[src/rtl/md_issue_ctrl_pkg.sv]
// Shared MDU op codes, controller states, default latencies and op-class decode.
package md_issue_ctrl_pkg;

    localparam int MULT_LAT_DEF = 5;
    localparam int DIV_LAT_DEF  = 10;
    localparam int FDIV_LAT_DEF = 3;

    typedef enum logic [3:0] {
        MLU_NONE  = 4'd0,
        MLU_MULT  = 4'd1,
        MLU_MULTU = 4'd2,
        MLU_DIV   = 4'd3,
        MLU_DIVU  = 4'd4,
        MLU_MTHI  = 4'd5,
        MLU_MTLO  = 4'd6,
        MLU_FDIV  = 4'd7,
        MLU_MFHI  = 4'd8,
        MLU_MFLO  = 4'd9
    } mlu_op_e;

    typedef enum logic {
        MDC_IDLE = 1'b0,
        MDC_BUSY = 1'b1
    } mdc_state_e;

    function automatic logic is_long(input logic [3:0] op);
        case (op)
            MLU_MULT, MLU_MULTU, MLU_DIV, MLU_DIVU, MLU_FDIV: is_long = 1'b1;
            default:                                         is_long = 1'b0;
        endcase
    endfunction

    function automatic logic is_start(input logic [3:0] op);
        is_start = is_long(op) || (op == MLU_MTHI) || (op == MLU_MTLO);
    endfunction

    // Codes above mflo are not MDU ops and must never stall D.
    function automatic logic is_md(input logic [3:0] op);
        is_md = (op != MLU_NONE) && (op <= MLU_MFLO);
    endfunction

endpackage

[src/rtl/md_issue_ctrl_counter.sv]
// Shadow latency counter: loads the op latency at issue and counts down to zero.
module md_lat_counter #(
    parameter int W = 4
) (
    input  logic         clk,
    input  logic         reset,
    input  logic         load_i,
    input  logic [W-1:0] lat_i,
    output logic [W-1:0] cnt_o,
    output logic         zero_o
);

    logic [W-1:0] cnt_q;
    logic [W-1:0] cnt_d;

    always_comb begin
        cnt_d = cnt_q;
        if (load_i) begin
            cnt_d = lat_i;
        end else if (cnt_q != '0) begin
            cnt_d = cnt_q - 1'b1;
        end
    end

    always_ff @(posedge clk) begin
        if (reset) begin
            cnt_q <= '0;
        end else begin
            cnt_q <= cnt_d;
        end
    end

    assign cnt_o  = cnt_q;
    assign zero_o = (cnt_q == '0);

endmodule

[src/rtl/md_issue_ctrl.sv]
// MDU initiator: issues start/op from E, interlocks D-stage HI/LO users,
// and cross-checks a shadow latency count against the MDU busy line.
module md_issue_ctrl
    import md_issue_ctrl_pkg::*;
#(
    parameter int MULT_LAT = MULT_LAT_DEF,
    parameter int DIV_LAT  = DIV_LAT_DEF,
    parameter int FDIV_LAT = FDIV_LAT_DEF
) (
    input  logic       clk,
    input  logic       reset,
    input  logic       e_valid,
    input  logic [3:0] e_mlu_op,
    input  logic [3:0] d_mlu_op,
    input  logic       mlu_busy,
    output logic       start,
    output logic [3:0] mlu_op,
    output logic       stall_md,
    output logic [3:0] pend_op,
    output logic       sync_err
);

    localparam int CNT_W = $clog2(DIV_LAT + 1);

    logic             start_long;
    logic             d_md;
    logic             busy_cnt;
    logic             cnt_zero;
    logic [CNT_W-1:0] cnt;
    logic [CNT_W-1:0] lat_sel;

    mdc_state_e       state_q;
    logic [3:0]       pend_q;
    logic             err_q;

    assign start      = e_valid & is_start(e_mlu_op);
    assign start_long = e_valid & is_long(e_mlu_op);
    assign mlu_op     = start ? e_mlu_op : MLU_NONE;
    assign d_md       = is_md(d_mlu_op);
    assign busy_cnt   = ~cnt_zero;

    // The start_long term covers the issue cycle, before MDU busy rises.
    assign stall_md   = d_md & (start_long | busy_cnt | mlu_busy);

    always_comb begin
        lat_sel = '0;
        case (e_mlu_op)
            MLU_MULT, MLU_MULTU: lat_sel = CNT_W'(MULT_LAT);
            MLU_DIV, MLU_DIVU:   lat_sel = CNT_W'(DIV_LAT);
            MLU_FDIV:            lat_sel = CNT_W'(FDIV_LAT);
            default:             lat_sel = '0;
        endcase
    end

    md_lat_counter #(
        .W (CNT_W)
    ) u_cnt (
        .clk    (clk),
        .reset  (reset),
        .load_i (start_long),
        .lat_i  (lat_sel),
        .cnt_o  (cnt),
        .zero_o (cnt_zero)
    );

    always_ff @(posedge clk) begin
        if (reset) begin
            state_q <= MDC_IDLE;
            pend_q  <= MLU_NONE;
            err_q   <= 1'b0;
        end else begin
            if ((start_long & busy_cnt) |
                (~start_long & (mlu_busy != busy_cnt))) begin
                err_q <= 1'b1;
            end
            if (start_long) begin
                state_q <= MDC_BUSY;
                pend_q  <= e_mlu_op;
            end else begin
                unique case (state_q)
                    MDC_IDLE: state_q <= MDC_IDLE;
                    MDC_BUSY: begin
                        if (cnt == CNT_W'(1)) begin
                            state_q <= MDC_IDLE;
                            pend_q  <= MLU_NONE;
                        end
                    end
                    default:  state_q <= MDC_IDLE;
                endcase
            end
        end
    end

    assign pend_op  = pend_q;
    assign sync_err = err_q;

endmodule

[config.mk]
export PLATFORM = sky130hd
export DESIGN_NAME = md_issue_ctrl
export DESIGN_NICKNAME = d
export VERILOG_FILES = /design/src/rtl/md_issue_ctrl_pkg.sv /design/src/rtl/md_issue_ctrl_counter.sv /design/src/rtl/md_issue_ctrl.sv
export SDC_FILE = /design/constraint.sdc
export NUM_CORES = 1
export LEC_CHECK = 0
export CAP_MARGIN = 20
export CORE_AREA = 2 2 42 44
export CTS_CLUSTER_SIZE = 12
export DETAILED_ROUTE_END_ITERATION = 6
export DIE_AREA = 0 0 44 46
export PLACE_DENSITY = 0.85
export SLEW_MARGIN = 30
export SYNTH_ARGS = -nofsm -noshare
export SYNTH_HDL_FRONTEND = slang
export SYNTH_SLANG_ARGS = --single-unit
[constraint.sdc]
create_clock -name clk -period 3.6 [get_ports clk]
set_input_delay 0.72 -clock clk [delete_from_list [all_inputs] [get_ports clk]]
set_output_delay 0.72 -clock clk [all_outputs]
set_load 0.1 [all_outputs]
==> flow_metrics.env <==
export IMPL_antenna_found_initial=0
export IMPL_numCtsBuffers=3
export IMPL_rsz0062_at_grt="false"
export IMPL_grtUsageTotal_pct=17.26
export IMPL_cellLeakagePower_nw=0.3658
export IMPL_synth_area_per_cell_um2=8.461
export IMPL_worstSkewPairLatency_ns=0.26
export IMPL_grt_max_degree=11
export IMPL_maxSlewHeadroom_pct=35.08
export IMPL_synth_seq_cells=10
export IMPL_dpl_hpwl_um=1234
export IMPL_hold_path_class="flop to flop"
export IMPL_tns_ns=0
export IMPL_cp_end_kind="primary output"
export IMPL_cpPeakStageDelay_ns=0.49
export IMPL_seqCellArea_um2=200.2
export IMPL_viasPerCell=5.571
export IMPL_critPathLaunchType="input port"
export IMPL_slowest_stage="clkdlybuf4s50_1"
export IMPL_start_util_pct=41.94
export IMPL_dr_pass1_iters=4
export IMPL_area_growth_pct=44.73
export IMPL_hold_buffers=0
export IMPL_fillCellCount=139
export IMPL_cp_max_fo=6
export IMPL_cellPowerDensity_mw_per_mm2=627.5
export IMPL_synth_top_area_share_pct=29.57
export IMPL_yosys_top_cells_area="dfxtp_1, a21oi_1, ha_1"
export IMPL_fp_dieH_um=46
export IMPL_crit_type="input port to primary output"
export IMPL_cts_buffer_depth=2
export IMPL_final_common_cell="clkdlybuf4s50_1"
export IMPL_drv_cap=0
export IMPL_io_buffers=21
export IMPL_grt_pass1_wl_um=2559
export IMPL_cts_root_buffer="clkbuf_4"
export IMPL_peakVddDrop_mv=0.4309
export IMPL_row_count=15
export IMPL_async_flop_share_pct=0
export IMPL_timing_final_crit_share_pct=86.01
export IMPL_cts_tree="done"
export IMPL_place_ws_ns=0.4909
export IMPL_setup_viol=0
export IMPL_drc=0
export IMPL_vias=663
export IMPL_cp_data_required_time_ns=2.88
export IMPL_cts_sinks=10
export IMPL_die_w_um=44
export IMPL_crit_chain="clkdlybuf4s50_1, xnor2_1, mux2_4, nand2_1, a31oi_2, buf_12"
export IMPL_netlist_area_um2=676.9
export IMPL_yosysTopAreaCell="dfxtp_1"
export IMPL_period_minus_slack_ns=3.096
export IMPL_path_clk_slew_ns=0.06
export IMPL_core_mm2=0.001614
export IMPL_outcome="complete, no violations"
export IMPL_antenna_cells=0
export IMPL_ys_seq_area_share_pct=29.57
export IMPL_hold_viol_final=0
export IMPL_detail_route_antenna_nets=0
export IMPL_drive_gt1_share_pct=15.69
export IMPL_nets=119
export IMPL_grt_overflow=0
export IMPL_wirelength_um=1537
export IMPL_ys_flop_type="dfxtp_1"
export IMPL_drv_slew=0
export IMPL_die_area_mm2=0.002024
export IMPL_final_cell_mix="clkdlybuf4s50_1, dfxtp_1, a21oi_1, nand2_1, o21ai_0"
export IMPL_synth_edff_count=0
export IMPL_worst_pin_slew_ns=0.9707
export IMPL_worstPathArrival_ns=2.38
export IMPL_setup_slack_ns=0.5038
export IMPL_max_freq_mhz=323.0
export IMPL_grt_pass1_vias=581
export IMPL_drtIter0Drc=25
export IMPL_skew_ns=0.004647
export IMPL_crit_buf_inv=2
export IMPL_ys_warn_count=0
export IMPL_synth_fp_nets=95
export IMPL_cts_resized=0
export IMPL_ys_types=36
export IMPL_wire_per_inst_um=12.92
export IMPL_gp_congestion=0.8459
export IMPL_cts_setup_buffers=0
export IMPL_io_pins=23
export IMPL_multi_input_area_um2=456.7
export IMPL_cpLargestDelayFamily="buffers and inverters"
export IMPL_synthCells=80
export IMPL_htreeDepth=1
worst min-delay path: cells and delay by family, from the launching register on:
kind / cells / cell delay [ns]
compound gates: 1 / 0.06
flops: 1 / 0.31
simple gates: 1 / 0.05
final timing paths:
check	cells after the start	slack [ns]	from	end
hold reg to reg	2	0.47	state_q	state_q
hold / removal	2	0.47	state_q	state_q
setup reg to reg	6	1.91	u_cnt.cnt_o[0]	u_cnt.cnt_o[1]
setup / recovery	6	0.50	e_mlu_op[0]	stall_md
where the power goes:
part | total, mW | internal [mW] | leakage (nW) | switching (mW)
Clock | 0.0743 | 0.0385 | 0.0138 | 0.0357
Combinational | 0.373 | 0.149 | 0.270 | 0.225
Sequential | 0.167 | 0.139 | 0.0822 | 0.0286
Total | 0.615 | 0.326 | 0.366 | 0.289
kinds of logic (layout without fill, tap and decap cells):
kind of cell	after synthesis	count (layout)	share of synthesized area (%)
simple gates	33	33	29.95
compound gates	21	21	20.89
flops	10	10	29.57
buf+inv	6	28	3.881
fa+ha+maj	3	3	5.546
xor+xnor	3	3	3.882
mux	3	3	5.729
other cells	1	1	0.5540
state kept, by name, summed over array words and instances, names as in the netlist:
signal,count
u_cnt.cnt_o,4
state_q,1
pend_op,4
sync_err,1
layer usage:
| metal | up-vias | track usage [%] | share of wire (%) |
|---|---|---|---|
| met2 | 18 | 27.35 | 48 |
| met4 | 0 | 7.273 | 1.6 |
| li1 | 330 | - | - |
| met1 | 311 | 22.67 | 47 |
| met3 | 4 | 3.571 | 2.8 |
| met5 | - | 0 | 0 |
cell type report:
class                   count  share of cell area, %
inverters                   3                  1.149
multi-input cells          64                  46.62
clock buffers               3                  2.299
flip-flops and latches     10                  20.43
well taps                  17                  2.171
repair buffers             22                  27.33
per-stage QoR:
step                util (%)  power (mW)  cells  area [µm²]  hold WS (ns)
global route           60.70      0.6540    119       979.7        0.5014
global placement       59.30      0.5249    116       957.2        0.4536
detailed placement     59.30      0.5378    116       957.2        0.4599
floorplan                  -      0.4456     80       683.2        0.4312
CTS                    60.70      0.6134    119       979.7        0.4682
finish                 60.70      0.6147    119       979.7        0.4678
Yosys cell counts (3+ instances only):
cell,instances
o21ai_0,6
ha_1,3
a21oi_1,9
dfxtp_1,10
nor2b_1,4
nand2_1,7
inv_1,3
nand3_1,3
and2_1,3
(Power assumes the default switching activity.)
